## src/rtl/text_console_writer.sv

```systemverilog
// text_console_writer: byte-stream terminal front end for the VGA text
// generator. Decodes an ASCII stream into {attr, char} writes on the CPU port
// of the character RAM, tracks the cursor, and scrolls/clears the screen.
module text_console_writer #(
  parameter int         N_COL          = 80,
  parameter int         N_ROW          = 30,
  parameter logic [7:0] DEFAULT_ATTR   = 8'h0F,
  parameter bit         CLEAR_ON_RESET = 1'b1,
  parameter bit         VBLANK_ONLY    = 1'b0
) (
  input  logic        cpu_clk,
  input  logic        rst_n,
  input  logic [7:0]  s_data,
  input  logic [7:0]  s_attr,
  input  logic        s_valid,
  output logic        s_ready,
  input  logic        vBlank,
  output logic [15:0] ram_addr,
  output logic        ram_we,
  output logic        ram_oe,
  output logic [15:0] ram_wdata,
  input  logic [15:0] ram_rdata,
  output logic [6:0]  cursor_col,
  output logic [4:0]  cursor_row,
  output logic        busy
);

  localparam logic [2:0] IDLE      = 3'd0;
  localparam logic [2:0] WRITE     = 3'd1;
  localparam logic [2:0] SCROLL_RD = 3'd2;
  localparam logic [2:0] SCROLL_WR = 3'd3;
  localparam logic [2:0] CLEAR     = 3'd4;
  localparam logic [2:0] RESET_STATE = CLEAR_ON_RESET ? CLEAR : IDLE;

  localparam logic [15:0] LAST_CELL = 16'(N_COL * N_ROW - 1);
  localparam logic [15:0] LAST_COPY = 16'((N_ROW - 1) * N_COL - 1);
  localparam logic [15:0] ROW_SPAN  = 16'(N_COL);
  localparam logic [6:0]  LAST_COL  = 7'(N_COL - 1);
  localparam logic [4:0]  LAST_ROW  = 5'(N_ROW - 1);
  localparam logic [15:0] BLANK     = {DEFAULT_ATTR, 8'h20};

  logic [2:0]  state, state_next;
  logic [15:0] idx, idx_next;
  logic [6:0]  col, col_next;
  logic [4:0]  row, row_next;
  logic [15:0] pend_addr, pend_addr_next;
  logic [15:0] pend_data, pend_data_next;
  logic        scroll_pend, scroll_pend_next;
  logic        we_q, oe_q, copy_q;
  logic        we_next, oe_next, copy_next;
  logic [15:0] addr_q, addr_next;
  logic [15:0] wdata_q, wdata_next;
  logic        vb_meta, vb_sync;
  logic        active, allowed, go;
  logic [15:0] cur_addr;

  // An access is "active" during the cycle its strobe is on the RAM port.
  assign active   = we_q | oe_q;
  assign allowed  = !VBLANK_ONLY || vb_sync;
  assign cur_addr = 16'(row) * ROW_SPAN + 16'(col);

  // Two-flop synchronizer for the generator's vertical blank.
  always_ff @(posedge cpu_clk or negedge rst_n) begin
    if (!rst_n) begin
      vb_meta <= 1'b0;
      vb_sync <= 1'b0;
    end else begin
      vb_meta <= vBlank;
      vb_sync <= vb_meta;
    end
  end

  // Byte decode, cursor update and sequencing of write/scroll/clear passes.
  always_comb begin
    state_next       = state;
    idx_next         = idx;
    col_next         = col;
    row_next         = row;
    pend_addr_next   = pend_addr;
    pend_data_next   = pend_data;
    scroll_pend_next = scroll_pend;
    case (state)
      IDLE: begin
        if (s_valid) begin
          if (s_data >= 8'h20) begin
            pend_addr_next   = cur_addr;
            pend_data_next   = {s_attr, s_data};
            scroll_pend_next = 1'b0;
            state_next       = WRITE;
            if (col == LAST_COL) begin
              col_next = 7'd0;
              if (row == LAST_ROW) scroll_pend_next = 1'b1;
              else                 row_next = row + 5'd1;
            end else begin
              col_next = col + 7'd1;
            end
          end else begin
            case (s_data)
              8'h0D: col_next = 7'd0;
              8'h0A: begin
                if (row == LAST_ROW) begin
                  state_next = SCROLL_RD;
                  idx_next   = 16'd0;
                end else begin
                  row_next = row + 5'd1;
                end
              end
              8'h08: begin
                if (col != 7'd0) begin
                  col_next         = col - 7'd1;
                  pend_addr_next   = cur_addr - 16'd1;
                  pend_data_next   = BLANK;
                  scroll_pend_next = 1'b0;
                  state_next       = WRITE;
                end
              end
              8'h0C: begin
                col_next   = 7'd0;
                row_next   = 5'd0;
                state_next = CLEAR;
                idx_next   = 16'd0;
              end
              default: ;
            endcase
          end
        end
      end
      WRITE: begin
        if (active) begin
          scroll_pend_next = 1'b0;
          if (scroll_pend) begin
            state_next = SCROLL_RD;
            idx_next   = 16'd0;
          end else begin
            state_next = IDLE;
          end
        end
      end
      SCROLL_RD: begin
        // Read data is only valid for one cycle, so the write must follow
        // immediately; if stalled, stay here and read again later.
        if (active && allowed) state_next = SCROLL_WR;
      end
      SCROLL_WR: begin
        if (active) begin
          idx_next   = idx + 16'd1;
          state_next = (idx == LAST_COPY) ? CLEAR : SCROLL_RD;
        end else begin
          state_next = SCROLL_RD;
        end
      end
      CLEAR: begin
        if (active) begin
          if (idx == LAST_CELL) state_next = IDLE;
          else                  idx_next   = idx + 16'd1;
        end
      end
      default: state_next = IDLE;
    endcase
  end

  // Next-cycle RAM strobes/address/data, derived from where the FSM goes.
  always_comb begin
    go         = allowed && (state_next != IDLE);
    we_next    = go && (state_next == WRITE || state_next == SCROLL_WR ||
                        state_next == CLEAR);
    oe_next    = go && (state_next == SCROLL_RD);
    copy_next  = go && (state_next == SCROLL_WR);
    addr_next  = addr_q;
    wdata_next = wdata_q;
    case (state_next)
      WRITE: begin
        addr_next  = pend_addr_next;
        wdata_next = pend_data_next;
      end
      SCROLL_RD: addr_next = idx_next + ROW_SPAN;
      SCROLL_WR: addr_next = idx_next;
      CLEAR: begin
        addr_next  = idx_next;
        wdata_next = BLANK;
      end
      default: ;
    endcase
  end

  // State, cursor and registered RAM-port outputs.
  always_ff @(posedge cpu_clk or negedge rst_n) begin
    if (!rst_n) begin
      state       <= RESET_STATE;
      idx         <= 16'd0;
      col         <= 7'd0;
      row         <= 5'd0;
      pend_addr   <= 16'd0;
      pend_data   <= 16'd0;
      scroll_pend <= 1'b0;
      we_q        <= 1'b0;
      oe_q        <= 1'b0;
      copy_q      <= 1'b0;
      addr_q      <= 16'd0;
      wdata_q     <= 16'd0;
    end else begin
      state       <= state_next;
      idx         <= idx_next;
      col         <= col_next;
      row         <= row_next;
      pend_addr   <= pend_addr_next;
      pend_data   <= pend_data_next;
      scroll_pend <= scroll_pend_next;
      we_q        <= we_next;
      oe_q        <= oe_next;
      copy_q      <= copy_next;
      addr_q      <= addr_next;
      wdata_q     <= wdata_next;
    end
  end

  // During a copy write the word read last cycle goes straight back into the RAM.
  assign ram_wdata  = copy_q ? ram_rdata : wdata_q;
  assign ram_addr   = addr_q;
  assign ram_we     = we_q;
  assign ram_oe     = oe_q;
  assign s_ready    = (state == IDLE);
  assign busy       = (state != IDLE);
  assign cursor_col = col;
  assign cursor_row = row;

endmodule

```

## config.mk

```make
export PLATFORM = sky130hd
export DESIGN_NAME = text_console_writer
export DESIGN_NICKNAME = d
export VERILOG_FILES = /design/src/rtl/text_console_writer.sv
export SDC_FILE = /design/constraint.sdc
export NUM_CORES = 1
export LEC_CHECK = 0
export CORE_MARGIN = 1
export CORE_UTILIZATION = 50
export CTS_CLUSTER_SIZE = 28
export DETAILED_ROUTE_END_ITERATION = 10
export PLACE_DENSITY_LB_ADDON = 0.2
export SLEW_MARGIN = 20
export SYNTH_ARGS = -nofsm -noshare
export SYNTH_HDL_FRONTEND = slang
export SYNTH_SLANG_ARGS = --single-unit
```

## constraint.sdc

```tcl
create_clock -name cpu_clk -period 7.97 [get_ports cpu_clk]
set_clock_uncertainty 0.1 [all_clocks]
set_input_delay 0.797 -clock cpu_clk [delete_from_list [all_inputs] [get_ports cpu_clk]]
set_output_delay 0.797 -clock cpu_clk [all_outputs]
set_load 0.01 [all_outputs]
```

==> results by group, run 1 <==
STA
  – Headroom to the max-slew limit: 25.4%
  – Worst-Margin Slew: 1.11 ns
  – Fin crit share: 54.1%
  – Setup-failing EPs final: 0
  – FMAX: 0.232 GHz
  – Max-slew violation count: 0
  – Hold WS: 0.305 ns
  – Setup TNS: 0 ns
  – Hold Fails Final Rpt: 0
  – RSZ-0062 raised after global routing: false
  – Minimum clock period: 4.32 ns

Run status
  – Failing checks: design-rule violations
  – Status: finished with violations

Finish
  – Antenna diode count: 0
  – Final Net Count: 779
  – Non-filler cells, final: 872
  – Layout area overhead: 20.1%
  – Final instance area: 7270 um^2
  – Fraction of layout cells with a size suffix above 1: 10.0%

Synthesis
  – Synth Area per Inst: 9.22 um^2
  – Synth cell types: 84
  – Mapped cell area: 6050 um^2
  – Synth warn: 0
  – Synth area leaders: dfrtp_1 (41%), nand2_1 (5.6%), ha_1 (3.3%)
  – Synth Net Count: 710
  – Most used DFF post-synth: dfrtp_1
  – Ys async rst share: 100%
  – Most instantiated cells after synthesis: dfrtp_1 (98), nand2_1 (90), nor2_1 (48)
  – Synthesized instance count: 656
  – Yosys top cell by area: dfrtp_1
  – Top cell type's share of synthesized area: 40.5%
  – Number of flops mapped to enable cells by yosys: 0
  – Most common cell in the netlist: dfrtp_1
  – Synth Register Bits: 99
  – Sequential fraction of the synthesis area: 41.0%

Critical path
  – CP max FO: 17
  – Arr. time, crit path: 4.44 ns
  – CP startpoint kind: input port
  – CP Class: in2reg
  – Worst Path Required: 8.10 ns
  – Setup crit end kind: flip-flop

Pwr
  – Leakage power: 3.06 nW
  – Net Sw Frac: 21.9%
  – Worst IR Drop VDD: 118 uV
  – P_sw: 0.215 mW
  – Clk network pwr share: 44.4%
  – Int Power: 0.765 mW
  – PwrDens: 135 nW/um^2
  – Seq pwr share: 51.5%
  – Combinational share of power: 4.1%

Clock network
  – CTS Buf Count: 9
  – Worst skew pair latency: 0.35 ns
  – CTS tree: yes
  – Clock Tree Root: clkbuf_16
  – # resized after CTS: 0
  – H-tree Lvls: 3
  – CTS Hold Bufs: 0
  – # clock sinks: 99
  – Clk buf depth: 2
  – Post-CTS setup buffers: 0
  – Clk slew on worst S/H paths: 0.07 ns

Detailed routing
  – WL final: 17.1 mm
  – TritonRoute pass-1 iters: 8
  – Post-route antenna net violation count: 0
  – Starting DRT DRC Count: 639
  – Post-DR vias/cell: 6.44
  – DRC: 2
  – Routed len/inst: 19.7 um
  – DR vias: 5613

Global routing
  – GRT Util Overall: 28.4%
  – Number of global-route vias before repair: 5191
  – Initial antenna violation count: 0
  – First-pass GRT wire length: 27.8 mm
  – Grt total ovfl: 0
  – Largest net degree at the start of global routing: 62

Placed design
  – Dpl cells: 857
  – Final GP Congestion: 0.910
  – DPL Wire Length: 12.6 mm
  – Dpl cell area: 6980 um^2
  – Buffers added on ports: 82

Min path
  – Min-Delay Path Class: in2async

Floorplan
  – Starting Density: 52.1%
  – IO Count: 84
  – DIE HEIGHT: 112 um
  – Core Rows: 39
  – CORE AREA: 11600 um^2
  – Die width: 112 um
  – Die area: 12500 um^2

Job
  – Max_cap viols: 0
[kinds of logic after synthesis]
kind of cell	count (synthesis)	synth area share (%)
xor+xnor	15	2.87
simple gates	248	21.2
compound gates	206	24.2
fa+ha+maj	18	3.97
flops	99	41.0
buf+inv	52	3.43
mux	18	3.33
[placed cells by master (no fill, tap or decap), types with 3 or more instances in the layout]
cell,Yosys,layout
a211oi_1,8,8
a21o_1,5,5
a21oi_1,39,39
a22o_1,16,16
a22oi_1,8,8
a31o_2,4,4
a31oi_1,13,12
and2_1,4,4
and3_1,7,7
and4_1,4,4
buf_4,1,6
clkbuf_16,0,9
clkdlybuf4s50_1,0,81
dfrtp_1,98,98
ha_1,16,16
inv_1,22,22
mux2_2,17,17
nand2_1,90,90
nand2b_1,5,5
nand3_1,23,23
nand4_1,11,11
nor2_1,48,47
nor2_2,2,3
nor3_1,11,10
nor4_1,9,9
nor4b_2,3,3
o211ai_1,7,7
o21a_1,5,5
o21ai_0,40,40
o22a_1,7,7
o22ai_1,6,6
o31ai_1,6,6
or2_2,7,7
or3_1,5,5
xnor2_1,11,11
[state kept, by name, summed over array words and instances, names as in the netlist]
register / cells
state: 3
idx: 16
scroll_pend: 1
ram_addr: 16
pend_data: 16
cursor_row: 5
copy_q: 1
cursor_col: 7
pend_addr: 16
ram_we: 1
wdata_q: 16
ram_oe: 1
[worst paths after layout]
check	depth (start not counted)	to	slack [ns]	start
hold reg to reg	2	ram_addr[2]	0.38	ram_addr[2]
setup / recovery	11	ram_addr[14]	3.65	s_data[5]
min in group cpu_clk	2	ram_addr[2]	0.38	ram_addr[2]
hold / removal	1	cursor_col[6]	0.31	rst_n
max in group asynchronous	2	ram_addr[7]	6.30	rst_n
setup reg to reg	11	ram_addr[11]	3.87	cursor_row[1]
[through the flow]
stage / worst slack, ns / power, mW / util, %
2_1_floorplan: 4.17 / 0.523 / -
3_5_place_dp: 3.36 / 0.556 / 60.1
3_3_place_gp: 3.39 / 0.555 / 60.1
5_1_grt: 3.49 / 1.01 / 62.6
4_1_cts: 3.72 / 0.988 / 62.5
6_report: 3.65 / 0.980 / 62.6
[layer usage]
metal	track usage, %	vias up	wire, um
met2	41.0	260	7440
met3	6.86	30	1430
met5	0	-	0
met4	9.24	0	321
met1	41.8	2719	7940
li1	-	2604	-
[critical path, cell delays in order]
cell and delay, ns:
clkdlybuf4s50_1 0.48, nor3_4 0.66, a21oi_1 0.20, o32a_1 0.45, o21a_1 0.24, or2_2 0.35
ha_1 0.27, o32ai_2 0.43, nor2_2 0.07, a311o_1 0.36, o41a_1 0.11
[power by group through the flow]
stage	combinational, mW	sequential (mW)	clock (mW)
after floorplan	0.00863	0.514	0
after global placement	0.0401	0.515	0
after detailed placement	0.0410	0.515	0
after CTS	0.0410	0.505	0.443
after global routing	0.0448	0.505	0.464
final	0.0404	0.505	0.435
[final cells by class]
class,count,area [um^2]
clock buffers,11,233
clock inverters,4,51.3
fillers,970,4350
inverters,23,86.3
multi-input cells,505,3380
flip-flops and latches,99,2480
well taps,143,179
repair buffers,87,856
No activity file was read; power rests on OpenSTA's default activity.
==> run 2, diff against run 1 <==
- clock period: 7.97 -> 4.3 ns (I/O delays scaled with it)
==> run 2 against run 1 <==
- the run still ends with design-rule violations left
- register-to-register slack got worse by 3.6 ns
- count of clock-buffer cells in the layout decreased by 2
- sequential share of layout area fell by 0.71 points
- design area grew 2.1%
- clock power grew 94%
- worst setup slack lost 3.4 ns
- combinational power rose by 91%
- largest power group unchanged
- via count increased by 0.43%
- core utilization grew 1.3 points
==> results by group, run 2 (same netlist as run 1, synthesis figures left out) <==
Run status
  – Status: finished with violations
  – Failing checks: design-rule violations

Finish
  – Layout area overhead: 22.6%
  – Non-filler cells, final: 892 (+2.3%)
  – Final Net Count: 798 (+2.4%)
  – Fraction of layout cells with a size suffix above 1: 12.6% (+2.5 points)
  – Post-layout util: 63.9% (+1.3 points)
  – Antenna diode count: 0 (unchanged)
  – Most frequent cells in the layout: dfrtp_1 (98), nand2_1 (90), clkdlybuf4s50_1 (81)
  – Commonest non-fill, non-tap cell in the layout: dfrtp_1

Critical path
  – Arr. time, crit path: 4.23 ns (-0.21 ns)
  – R2R Path End: ram_addr[10]
  – CP max FO: 8 (-9)
  – Critical Path End: ram_addr[10]
  – Worst Path Required: 4.47 ns (-3.63 ns)
  – Crit path from: cursor_row[3]
  – R2R Setup Slk: 0.23 ns (-3.64 ns)
  – CP startpoint kind: flip-flop
  – R2R Path Start: cursor_row[3]
  – Worst reg-to-reg path cell count: 11 (unchanged)
  – CP Class: reg2reg
  – Setup crit end kind: flip-flop

Clock network
  – Clock Tree Root: clkbuf_16
  – Post-CTS setup buffers: 0 (unchanged)
  – CTS tree: yes
  – CTS Hold Bufs: 0 (unchanged)
  – # clock sinks: 99 (unchanged)
  – Worst skew pair latency: 0.35 ns (about the same)
  – Clk slew on worst S/H paths: 0.07 ns (about the same)
  – CTS Buf Count: 9 (unchanged)
  – # resized after CTS: 0 (unchanged)
  – Clk buf depth: 2 (unchanged)
  – H-tree Lvls: 3 (unchanged)

Floorplan
  – IO Count: 84 (unchanged)
  – CORE AREA: 11600 um^2 (unchanged)
  – Die width: 112 um (unchanged)
  – DIE HEIGHT: 112 um (unchanged)
  – Die area: 12500 um^2 (unchanged)
  – Starting Density: 52.1% (unchanged)
  – Core Rows: 39 (unchanged)

STA
  – Fin crit share: 94.6%
  – Worst-Margin Slew: 0.910 ns (-0.201 ns)
  – Max-slew violation count: 0 (unchanged)
  – Setup TNS: 0 ns (unchanged)
  – RSZ-0062 raised after global routing: false
  – Headroom to the max-slew limit: 39.3% (+14 points)
  – Hold WS: 0.103 ns (-0.202 ns)
  – Minimum clock period: 4.07 ns
  – Setup-failing EPs final: 0 (unchanged)
  – FMAX: 0.246 GHz
  – Hold Fails Final Rpt: 0 (unchanged)

Detailed routing
  – TritonRoute pass-1 iters: 8 (unchanged)
  – DRC: 2 (unchanged)
  – Post-route antenna net violation count: 0 (unchanged)
  – Post-DR vias/cell: 6.32 (-1.8%)
  – Starting DRT DRC Count: 500 (-22%)
  – WL final: 17.3 mm (+0.72%)
  – DR vias: 5637 (+0.43%)
  – Routed len/inst: 19.3 um (-1.5%)

Global routing
  – Initial antenna violation count: 0 (unchanged)
  – Grt total ovfl: 0 (unchanged)
  – Largest net degree at the start of global routing: 72 (+16%)
  – Number of global-route vias before repair: 5490 (+5.8%)
  – GRT Util Overall: 29.0% (+0.65 points)
  – First-pass GRT wire length: 28.4 mm (+2.3%)

Placed design
  – Dpl cells: 876 (+2.2%)
  – Final GP Congestion: 0.928 (+2.0%)
  – Buffers added on ports: 82 (unchanged)
  – DPL Wire Length: 12.8 mm (+1.7%)

Pwr
  – Power, Total: 1.85 mW (+89%)
  – PwrDens: 250 nW/um^2 (+85%)
  – Worst IR Drop VDD: 195 uV (+65%)
  – Leakage power: 3.18 nW (+3.7%)

Min path
  – Min-Delay Path Class: in2async

Job
  – Max_cap viols: 0 (unchanged)
==> run 2: changes by cell type in the layout (fill, tap and decap cells not counted), sizes merged <==
| cell | delta |
|---|---|
| clkbuf | -2 |
| buf | +19 |
| clkinvlp | -1 |
| clkinv | +3 |
| inv | +1 |
==> run 2: per-stage QoR <==
stage | cell area [um^2] | worst slack, ns
2_1_floorplan | 6050 | 0.499
3_3_place_gp | 7120 | 0.176
3_5_place_dp | 7120 | 0.182
4_1_cts | 7420 | 0.233
5_1_grt | 7420 | 0.0624
6_report | 7420 | 0.233
==> run 2: cell type report <==
cell class,count,area [um^2]
clock buffer,9,225
clock inverter,7,76.3
fill,971,4190
inverter,23,86.3
multi-input combinational,505,3380
sequential,99,2480
tap,143,179
timing repair buffer,106,998
==> run 2: worst max-delay path, stage by stage, from the launching register on <==
cell	delay [ns]
dfrtp_1	0.47
ha_1	0.31
ha_1	0.23
fa_1	0.58
xor3_1	0.25
a211o_1	0.28
a2111o_1	0.51
o31ai_1	0.30
a211oi_1	0.13
a211oi_1	0.45
o221ai_1	0.18
nor3_1	0.21
==> run 2: worst min-delay path by stage <==
stage / start / endpoint / depth (start not counted)
finish: rst_n / cursor_row[1] / 1
global route: rst_n / cursor_row[0] / 1
CTS: rst_n / cursor_row[1] / 1
detailed placement: ram_addr[0] / ram_addr[0] / 2
global placement: ram_addr[0] / ram_addr[0] / 2
floorplan: rst_n / copy_q / 0
==> run 2: routing by layer <==
metal	wire length (um)	share of wire [%]	global-route usage, %	vias up
li1	-	-	-	2629
met1	7790	45	41.6	2709
met2	7630	44	43.5	265
met3	1440	8.4	5.33	34
met4	391	2.3	11.7	0
met5	0	0	0	-
==> run 2: power breakdown <==
group | total, mW | internal [mW] | switching (mW)
clock | 0.842 | 0.458 | 0.384
sequential | 0.936 | 0.934 | 0.00148
combinational | 0.0773 | 0.0357 | 0.0416
total | 1.85 | 1.43 | 0.427
